File: src/rtl/pipeline_register_file_if.sv
// Bundle of the register file's port signals (read, writeback, reserve and
// debug buses). clock and reset stay plain ports on the module.
//
// Handshake semantics: there is no valid/ready pair. Every input is sampled
// on each rising clock edge. read_enable acts as a stall: while it is low the
// read outputs hold. Outputs are registered, and so they are valid one cycle
// after the inputs that produced them.
//
// Modports:
//   master - drives the request signals and observes the read results.
//   slave  - the register file itself.
interface pipeline_register_file_if #(
    parameter int DATA_WIDTH = 32,
    parameter int ADDR_WIDTH = 5
);
    logic                  read_enable;
    logic [ADDR_WIDTH-1:0] read_address_1;
    logic [ADDR_WIDTH-1:0] read_address_2;
    logic                  write_enable;
    logic [ADDR_WIDTH-1:0] write_address;
    logic [DATA_WIDTH-1:0] write_data_in;
    logic                  reserve_enable;
    logic [ADDR_WIDTH-1:0] reserve_address;
    logic [ADDR_WIDTH-1:0] read_address_debug;
    logic [DATA_WIDTH-1:0] data_out_1;
    logic [DATA_WIDTH-1:0] data_out_2;
    logic                  busy_1;
    logic                  busy_2;
    logic [DATA_WIDTH-1:0] data_out_debug;
    logic [ADDR_WIDTH:0]   pending_count;

    modport master (
        output read_enable, read_address_1, read_address_2,
        output write_enable, write_address, write_data_in,
        output reserve_enable, reserve_address, read_address_debug,
        input  data_out_1, data_out_2, busy_1, busy_2,
        input  data_out_debug, pending_count
    );

    modport slave (
        input  read_enable, read_address_1, read_address_2,
        input  write_enable, write_address, write_data_in,
        input  reserve_enable, reserve_address, read_address_debug,
        output data_out_1, data_out_2, busy_1, busy_2,
        output data_out_debug, pending_count
    );
endinterface

File: src/rtl/pipeline_register_file.sv
// Pipeline register file with two registered read ports, one writeback port,
// a pending (scoreboard) bit per register, and a registered debug read port.
// Register 0 is hardwired to zero and is never pending.
//
// Ports:
//   clock - rising-edge clock
//   reset - asynchronous, active-low reset
//   bus   - pipeline_register_file_if.slave, which carries these groups:
//           read         read_enable, read_address_1/2 -> data_out_1/2, busy_1/2
//           writeback    write_enable, write_address, write_data_in
//           reserve      reserve_enable, reserve_address
//           debug        read_address_debug -> data_out_debug
//           scoreboard   pending_count
module pipeline_register_file #(
    parameter int DATA_WIDTH = 32,
    parameter int ADDR_WIDTH = 5,
    parameter int RESET_MODE = 1,
    parameter int BYPASS     = 1
) (
    input logic                     clock,
    input logic                     reset,
    pipeline_register_file_if.slave bus
);
    localparam int DEPTH = 2 ** ADDR_WIDTH;

    logic [DATA_WIDTH-1:0] regs [DEPTH];
    logic [DEPTH-1:0]      pending;
    logic [DEPTH-1:0]      pending_next;
    logic [ADDR_WIDTH:0]   count_next;

    logic                  write_hit;
    logic                  reserve_hit;
    logic                  write_hit_1;
    logic                  write_hit_2;
    logic                  write_clears_1;
    logic                  write_clears_2;
    logic [DATA_WIDTH-1:0] read_value_1;
    logic [DATA_WIDTH-1:0] read_value_2;
    logic                  read_busy_1;
    logic                  read_busy_2;

    function automatic logic [DATA_WIDTH-1:0] reset_value(input int index);
        if (RESET_MODE == 1) begin
            return DATA_WIDTH'(index);
        end
        return '0;
    endfunction

    always_comb begin
        write_hit      = bus.write_enable && (bus.write_address != '0);
        reserve_hit    = bus.reserve_enable && (bus.reserve_address != '0);
        write_hit_1    = write_hit && (bus.write_address == bus.read_address_1);
        write_hit_2    = write_hit && (bus.write_address == bus.read_address_2);
        // A write only clears the pending bit when no reserve of the same
        // register lands in the same cycle (the reserve wins).
        write_clears_1 = write_hit_1 &&
                         !(reserve_hit && (bus.reserve_address == bus.read_address_1));
        write_clears_2 = write_hit_2 &&
                         !(reserve_hit && (bus.reserve_address == bus.read_address_2));

        read_value_1 = regs[bus.read_address_1];
        read_value_2 = regs[bus.read_address_2];
        read_busy_1  = pending[bus.read_address_1];
        read_busy_2  = pending[bus.read_address_2];
        if (BYPASS != 0) begin
            if (write_hit_1) read_value_1 = bus.write_data_in;
            if (write_hit_2) read_value_2 = bus.write_data_in;
            // Same-cycle clears are forwarded; same-cycle reserves are not.
            if (write_clears_1) read_busy_1 = 1'b0;
            if (write_clears_2) read_busy_2 = 1'b0;
        end

        pending_next = pending;
        if (write_hit)   pending_next[bus.write_address]   = 1'b0;
        if (reserve_hit) pending_next[bus.reserve_address] = 1'b1;
        pending_next[0] = 1'b0;

        // The count is the population count of the next pending vector, so it
        // always agrees with the pending bits and never exceeds DEPTH-1.
        count_next = '0;
        for (int i = 1; i < DEPTH; i++) begin
            count_next = count_next + (ADDR_WIDTH+1)'(pending_next[i]);
        end
    end

    always_ff @(posedge clock or negedge reset) begin
        if (!reset) begin
            for (int i = 0; i < DEPTH; i++) begin
                regs[i] <= (i == 0) ? '0 : reset_value(i);
            end
        end else if (write_hit) begin
            regs[bus.write_address] <= bus.write_data_in;
        end
    end

    always_ff @(posedge clock or negedge reset) begin
        if (!reset) begin
            pending            <= '0;
            bus.pending_count  <= '0;
            bus.data_out_1     <= '0;
            bus.data_out_2     <= '0;
            bus.busy_1         <= 1'b0;
            bus.busy_2         <= 1'b0;
            bus.data_out_debug <= '0;
        end else begin
            pending            <= pending_next;
            bus.pending_count  <= count_next;
            bus.data_out_debug <= regs[bus.read_address_debug];
            if (bus.read_enable) begin
                bus.data_out_1 <= read_value_1;
                bus.data_out_2 <= read_value_2;
                bus.busy_1     <= read_busy_1;
                bus.busy_2     <= read_busy_2;
            end
        end
    end
endmodule

File: src/flat_wrapper.sv
// flat-port wrapper written by rule: the top's interface ports become plain ports
module pipeline_register_file_flat 
#(
    parameter int DATA_WIDTH = 32,
    parameter int ADDR_WIDTH = 5,
    parameter int RESET_MODE = 1,
    parameter int BYPASS     = 1
)
  (clock, reset, bus_read_enable, bus_read_address_1, bus_read_address_2, bus_write_enable, bus_write_address, bus_write_data_in, bus_reserve_enable, bus_reserve_address, bus_read_address_debug, bus_data_out_1, bus_data_out_2, bus_busy_1, bus_busy_2, bus_data_out_debug, bus_pending_count);
  pipeline_register_file_if #(.DATA_WIDTH(DATA_WIDTH), .ADDR_WIDTH(ADDR_WIDTH)) bus_i ();
  input logic clock;
  input logic reset;
  input wire logic [$bits(bus_i.read_enable)-1:0] bus_read_enable;
  input wire logic [$bits(bus_i.read_address_1)-1:0] bus_read_address_1;
  input wire logic [$bits(bus_i.read_address_2)-1:0] bus_read_address_2;
  input wire logic [$bits(bus_i.write_enable)-1:0] bus_write_enable;
  input wire logic [$bits(bus_i.write_address)-1:0] bus_write_address;
  input wire logic [$bits(bus_i.write_data_in)-1:0] bus_write_data_in;
  input wire logic [$bits(bus_i.reserve_enable)-1:0] bus_reserve_enable;
  input wire logic [$bits(bus_i.reserve_address)-1:0] bus_reserve_address;
  input wire logic [$bits(bus_i.read_address_debug)-1:0] bus_read_address_debug;
  output wire logic [$bits(bus_i.data_out_1)-1:0] bus_data_out_1;
  output wire logic [$bits(bus_i.data_out_2)-1:0] bus_data_out_2;
  output wire logic [$bits(bus_i.busy_1)-1:0] bus_busy_1;
  output wire logic [$bits(bus_i.busy_2)-1:0] bus_busy_2;
  output wire logic [$bits(bus_i.data_out_debug)-1:0] bus_data_out_debug;
  output wire logic [$bits(bus_i.pending_count)-1:0] bus_pending_count;
  assign bus_i.read_enable = bus_read_enable;
  assign bus_i.read_address_1 = bus_read_address_1;
  assign bus_i.read_address_2 = bus_read_address_2;
  assign bus_i.write_enable = bus_write_enable;
  assign bus_i.write_address = bus_write_address;
  assign bus_i.write_data_in = bus_write_data_in;
  assign bus_i.reserve_enable = bus_reserve_enable;
  assign bus_i.reserve_address = bus_reserve_address;
  assign bus_i.read_address_debug = bus_read_address_debug;
  assign bus_data_out_1 = bus_i.data_out_1;
  assign bus_data_out_2 = bus_i.data_out_2;
  assign bus_busy_1 = bus_i.busy_1;
  assign bus_busy_2 = bus_i.busy_2;
  assign bus_data_out_debug = bus_i.data_out_debug;
  assign bus_pending_count = bus_i.pending_count;
  pipeline_register_file #(.DATA_WIDTH(DATA_WIDTH), .ADDR_WIDTH(ADDR_WIDTH), .RESET_MODE(RESET_MODE), .BYPASS(BYPASS)) u_core (.clock(clock), .reset(reset), .bus(bus_i));
endmodule
File: config.mk
export PLATFORM = sky130hd
export DESIGN_NAME = pipeline_register_file_flat
export DESIGN_NICKNAME = d
export VERILOG_FILES = /design/src/rtl/pipeline_register_file_if.sv /design/src/rtl/pipeline_register_file.sv /design/src/flat_wrapper.sv
export SDC_FILE = /design/constraint.sdc
export NUM_CORES = 2
export LEC_CHECK = 0
export CORE_MARGIN = 8
export CORE_UTILIZATION = 54
export CTS_CLUSTER_SIZE = 14
export DETAILED_ROUTE_END_ITERATION = 10
export PLACE_DENSITY = 0.73
export SYNTH_ARGS = -nofsm -noshare
export SYNTH_HDL_FRONTEND = slang
export SYNTH_SLANG_ARGS = --single-unit
File: constraint.sdc
create_clock -name clock -period 9.56 [get_ports clock]
set_input_delay 1.912 -clock clock [delete_from_list [all_inputs] [get_ports clock]]
set_output_delay 1.912 -clock clock [all_outputs]
set_load 0.01 [all_outputs]
==> results.md <==
Yosys:
- Of the total synthesized cell area, the portion taken by AND, OR, NAND and NOR gates is 0.0443.
- The cell with the most instances after synthesis is sky130_fd_sc_hd__dfrtp_1.
- The area fraction of the dominant cell type after synthesis is 0.391.
- Yosys attributes the largest share of cell area to sky130_fd_sc_hd__dfrtp_1 39%, sky130_fd_sc_hd__mux4_2 26%, sky130_fd_sc_hd__mux2_2 13%.
- The dominant combinational cell family by area after synthesis is multiplexers.
- By count the netlist is led by 1079 x sky130_fd_sc_hd__dfrtp_1, 800 x sky130_fd_sc_hd__mux2_2, 799 x sky130_fd_sc_hd__mux4_2, 581 x sky130_fd_sc_hd__nand2_1, 326 x sky130_fd_sc_hd__clkbuf_1.
- The share of the Yosys chip area taken by registers is 0.422.
- Counting distinct cell types in the post-synthesis netlist gives 68.
- The cell area after technology mapping is 0.0690 mm2.
- The cell taking the most area after synthesis is sky130_fd_sc_hd__dfrtp_1.
- Yosys mapped a number of flops with a built-in enable equal to 0.
- The Yosys step of the flow raised 0 warnings.
- Of the post-synthesis cell area, the part taken by muxes is 0.437.
- The prevailing post-synth register cell is sky130_fd_sc_hd__dfrtp_1.
- Averaged over all synthesized cells, the footprint is 14.1 um2.
- Synthesis handed over a netlist of 4908 instances.
- The adder and majority cell fraction of the synthesized area is 0.00830.
- The number of nets in the synthesized netlist is 5002.
- Of the total synthesized cell area, the portion taken by XOR and XNOR cells is 0.00292.
- The number of storage elements in the synthesis netlist is 1159.
- The compound-cell area share of the yosys netlist is 0.0462.
- For this run, asynchronously set or reset flops after synthesis account for 1.00.

Run:
- The tool flagged a number of max-cap violations equal to 0.

Floorplan:
- The placement row count is 131.
- Measured along the x axis, the die boundary spans 374 um.
- Pin placement for this block handled 166 I/O pins.
- The total area inside the core boundary comes to 0.127 mm2.
- The initial cell density of the core is 0.543.
- The die area is 0.140 mm2.
- The die is 374 um tall.

Worst setup path:
- The largest fanout on the critical path is 8.
- Walking the worst path, the cells encountered are clkdlybuf4s50_1, nand2b_1, nor3_1, nand2_4, a22o_1, ha_1, inv_1, fa_1, fa_1, inv_1, fa_1, fa_1, fa_1, fa_1, ha_1, fa_1, a21o_1, a21oi_1, xnor2_1.
- The library cell appearing most often on the critical path is sky130_fd_sc_hd__fa_1.
- The highest-delay cell along the critical path is sky130_fd_sc_hd__nor3_1.
- STA classifies the critical path startpoint as a primary input.
- For the worst setup path, the data required time is 10220 ps.
- STA classifies the critical path endpoint as a register.
- Counting cells, the worst reg-to-reg path comes to 15.
- Data on the critical path arrives at its endpoint at 8430 ps.
- In this design, the stage delay of the slowest critical-path cell is 760 ps.
- The category of the most critical setup path is in -> reg.

Clock tree:
- The CTS buffer count is 134.
- The cell chosen for the clock root is sky130_fd_sc_hd__clkbuf_16.
- The clock passes through at most 3 buffers.
- The number of buffers inserted to repair setup after CTS is 0.
- The CTS clock-pin slew for the worst setup and hold paths is 60 ps.
- TritonCTS built the clock tree.
- The number of sinks handled by clock tree synthesis is 1159.
- The number of hold-repair buffers added at the cts stage is 0.
- The clock latency reported for the late side of the worst-skew pair is 760 ps.
- The count of instances resized after the clock tree is built is 0.
- The clock tree synthesis step divided the H-tree into 4 levels.

Run status:
- The run finished with clean final reports.

Power and ir drop:
- The worst-case IR drop observed on VDD is 0.000605 V.
- The total leakage power is 32.4 nW.
- For this design the ratio of total power to cell area is 226 mW/mm2.
- Summing internal, switching and leakage power gives 17.2 mW.

Final layout:
- The relative area change from synthesis to final layout is 10.2%.
- The final cell count without fillers is 6537.
- Once layout is complete, the utilization of the core stands at 0.598.
- In the final layout, the share of cells above drive strength 1 is 0.422.
- The post-route cell area is 0.0761 mm2.
- The net count of the finished layout is 4856.

Placed design:
- At the placement stage, the worst setup path has a slack of 1070 ps.
- The number of input and output port buffers inserted is 165.
- The total placed cells including tap cells is 6288.
- Routability-driven placement finished with a final weighted congestion of 0.912.
- The HPWL after detailed placement is 125 mm.
- The area after detailed placement is 0.0715 mm2.

GRT:
- Entering global routing, the biggest net connects 164 pins.
- The sum of overflow across all layers after global routing is 0.
- In the global route stage, overall resource usage came out at 0.330.
- The via count of the first global-routing pass was 49000.
- The initial antenna violation count is 5.
- The first global-routing pass estimated 342 mm of wire.

Timing:
- Setup repair after global routing left no endpoint under its margin.
- The worst hold-check slack is 416 ps.
- Once routing completed, OpenROAD measured the worst setup slack at 1790 ps.
- Setup violations remaining at the end of the flow were counted as 0.
- The hold violation count in the final report came to 0.
- Adding up every negative setup slack in the final design gives 0 ps.
- The clock period could shrink to 7770 ps.
- Between clock sinks in the finished design, the worst skew comes to 21.2 ps.
- The slew at the pin closest to its max-slew limit is 1330 ps.
- Static timing analysis puts the maximum clock frequency at 0.129 GHz.
- In the finished design, the share of the clock period the worst path needs comes to 0.812.
- The number of max-slew violations in the final report is 0.
- In this run the tightest slew margin relative to its limit is 0.114.

Drt:
- The detailed-routing iteration count for the pre-antenna-repair pass is 6.
- In the final routed layout, each cell accounts on average for 35.6 um.
- The detailed router's first-iteration violation count is 6550.
- For this run, design rule violations remaining after detail routing come to 0.
- Detailed routing inserted a total of 48300 vias.
- After detailed routing, the total wire length is 233 mm.
- The detail route stage leaves a number of antenna-violating nets equal to 0.
- In the routed layout, each cell is associated on average with a via count of 7.39.

Worst hold path:
- Counting instances, the worst hold path has a depth of 0.
- The min-delay analysis places its worst path in the category reg -> reg.
-- critical path: cells and delay by family --
kind / cells / cell delay, ps
fa+ha+maj: 9 / 3880
compound gates: 3 / 580
buf+inv: 3 / 710
xor+xnor: 1 / 140
simple gates: 3 / 1190
-- kinds of logic after synthesis --
kind of cell / count (synthesis)
buffers and inverters: 597
muxes: 1917
AOI/OAI and AO/OA: 424
and+or+nand+nor: 756
adders and majority gates: 32
DFF: 1159
xor gates and xnor gates: 23
-- final timing paths --
path	slack, ps	from	endpoint
setup / recovery	1790	bus_write_address[4]	u_core.bus.pending_count[4]
hold / removal	420	u_core.regs[1005]	u_core.regs[1005]
setup reg to reg	4330	u_core.pending[2]	u_core.bus.pending_count[4]
hold reg to reg	420	u_core.regs[1005]	u_core.regs[1005]
max in group asynchronous	6310	reset	u_core.regs[89]
min in group asynchronous	1170	reset	u_core.regs[486]
-- per-layer routing --
| metal | track usage | vias to the layer above | routed length [um] |
|---|---|---|---|
| li1 | - | 18700 | - |
| met1 | 0.434 | 25400 | 84300 |
| met2 | 0.493 | 3446 | 105000 |
| met3 | 0.0913 | 826 | 27800 |
| met4 | 0.190 | 0 | 15700 |
| met5 | 0 | - | 0 |
-- state kept, by name, indices dropped and copies added, names as in the netlist --
register                   cells
u_core.bus.busy_1              1
u_core.bus.busy_2              1
u_core.bus.data_out_1         32
u_core.bus.data_out_2         32
u_core.bus.data_out_debug     32
u_core.bus.pending_count       6
u_core.pending                31
u_core.regs                 1024
-- layout make-up --
class / count / area [um2]
Antenna cell: 6 / 15.0
Fill cell: 9589 / 51100
Timing Repair Buffer: 256 / 2560
Multi-Input combinational cell: 3152 / 37600
Tap cell: 1662 / 2080
Inverter: 59 / 223
Clock inverter: 27 / 302
Clock buffer: 216 / 4230
Sequential cell: 1159 / 29100
-- placed cells by master, fill, tap and decap left out, types with 34 or more instances in the layout --
cell type and count:
sky130_fd_sc_hd__mux2i_1 314, sky130_fd_sc_hd__mux4_2 799, sky130_fd_sc_hd__a221oi_1 82, sky130_fd_sc_hd__clkbuf_8 41
sky130_fd_sc_hd__a22oi_1 61, sky130_fd_sc_hd__clkdlybuf4s50_1 149, sky130_fd_sc_hd__nor2_1 58, sky130_fd_sc_hd__buf_4 78
sky130_fd_sc_hd__o21ai_0 103, sky130_fd_sc_hd__clkbuf_1 34, sky130_fd_sc_hd__clkbuf_16 142, sky130_fd_sc_hd__nand2_1 564
sky130_fd_sc_hd__mux2_2 800, sky130_fd_sc_hd__dfrtp_1 1079, sky130_fd_sc_hd__inv_1 56, sky130_fd_sc_hd__a221o_1 44
sky130_fd_sc_hd__dfstp_2 80
-- power by group --
group          internal [mW]  leakage (nW)  switching (mW)
registers               5.94          14.7           0.924
logic                   2.84          15.5            2.23
clock network           3.14          2.24            2.14
(Power assumes the default switching activity.)
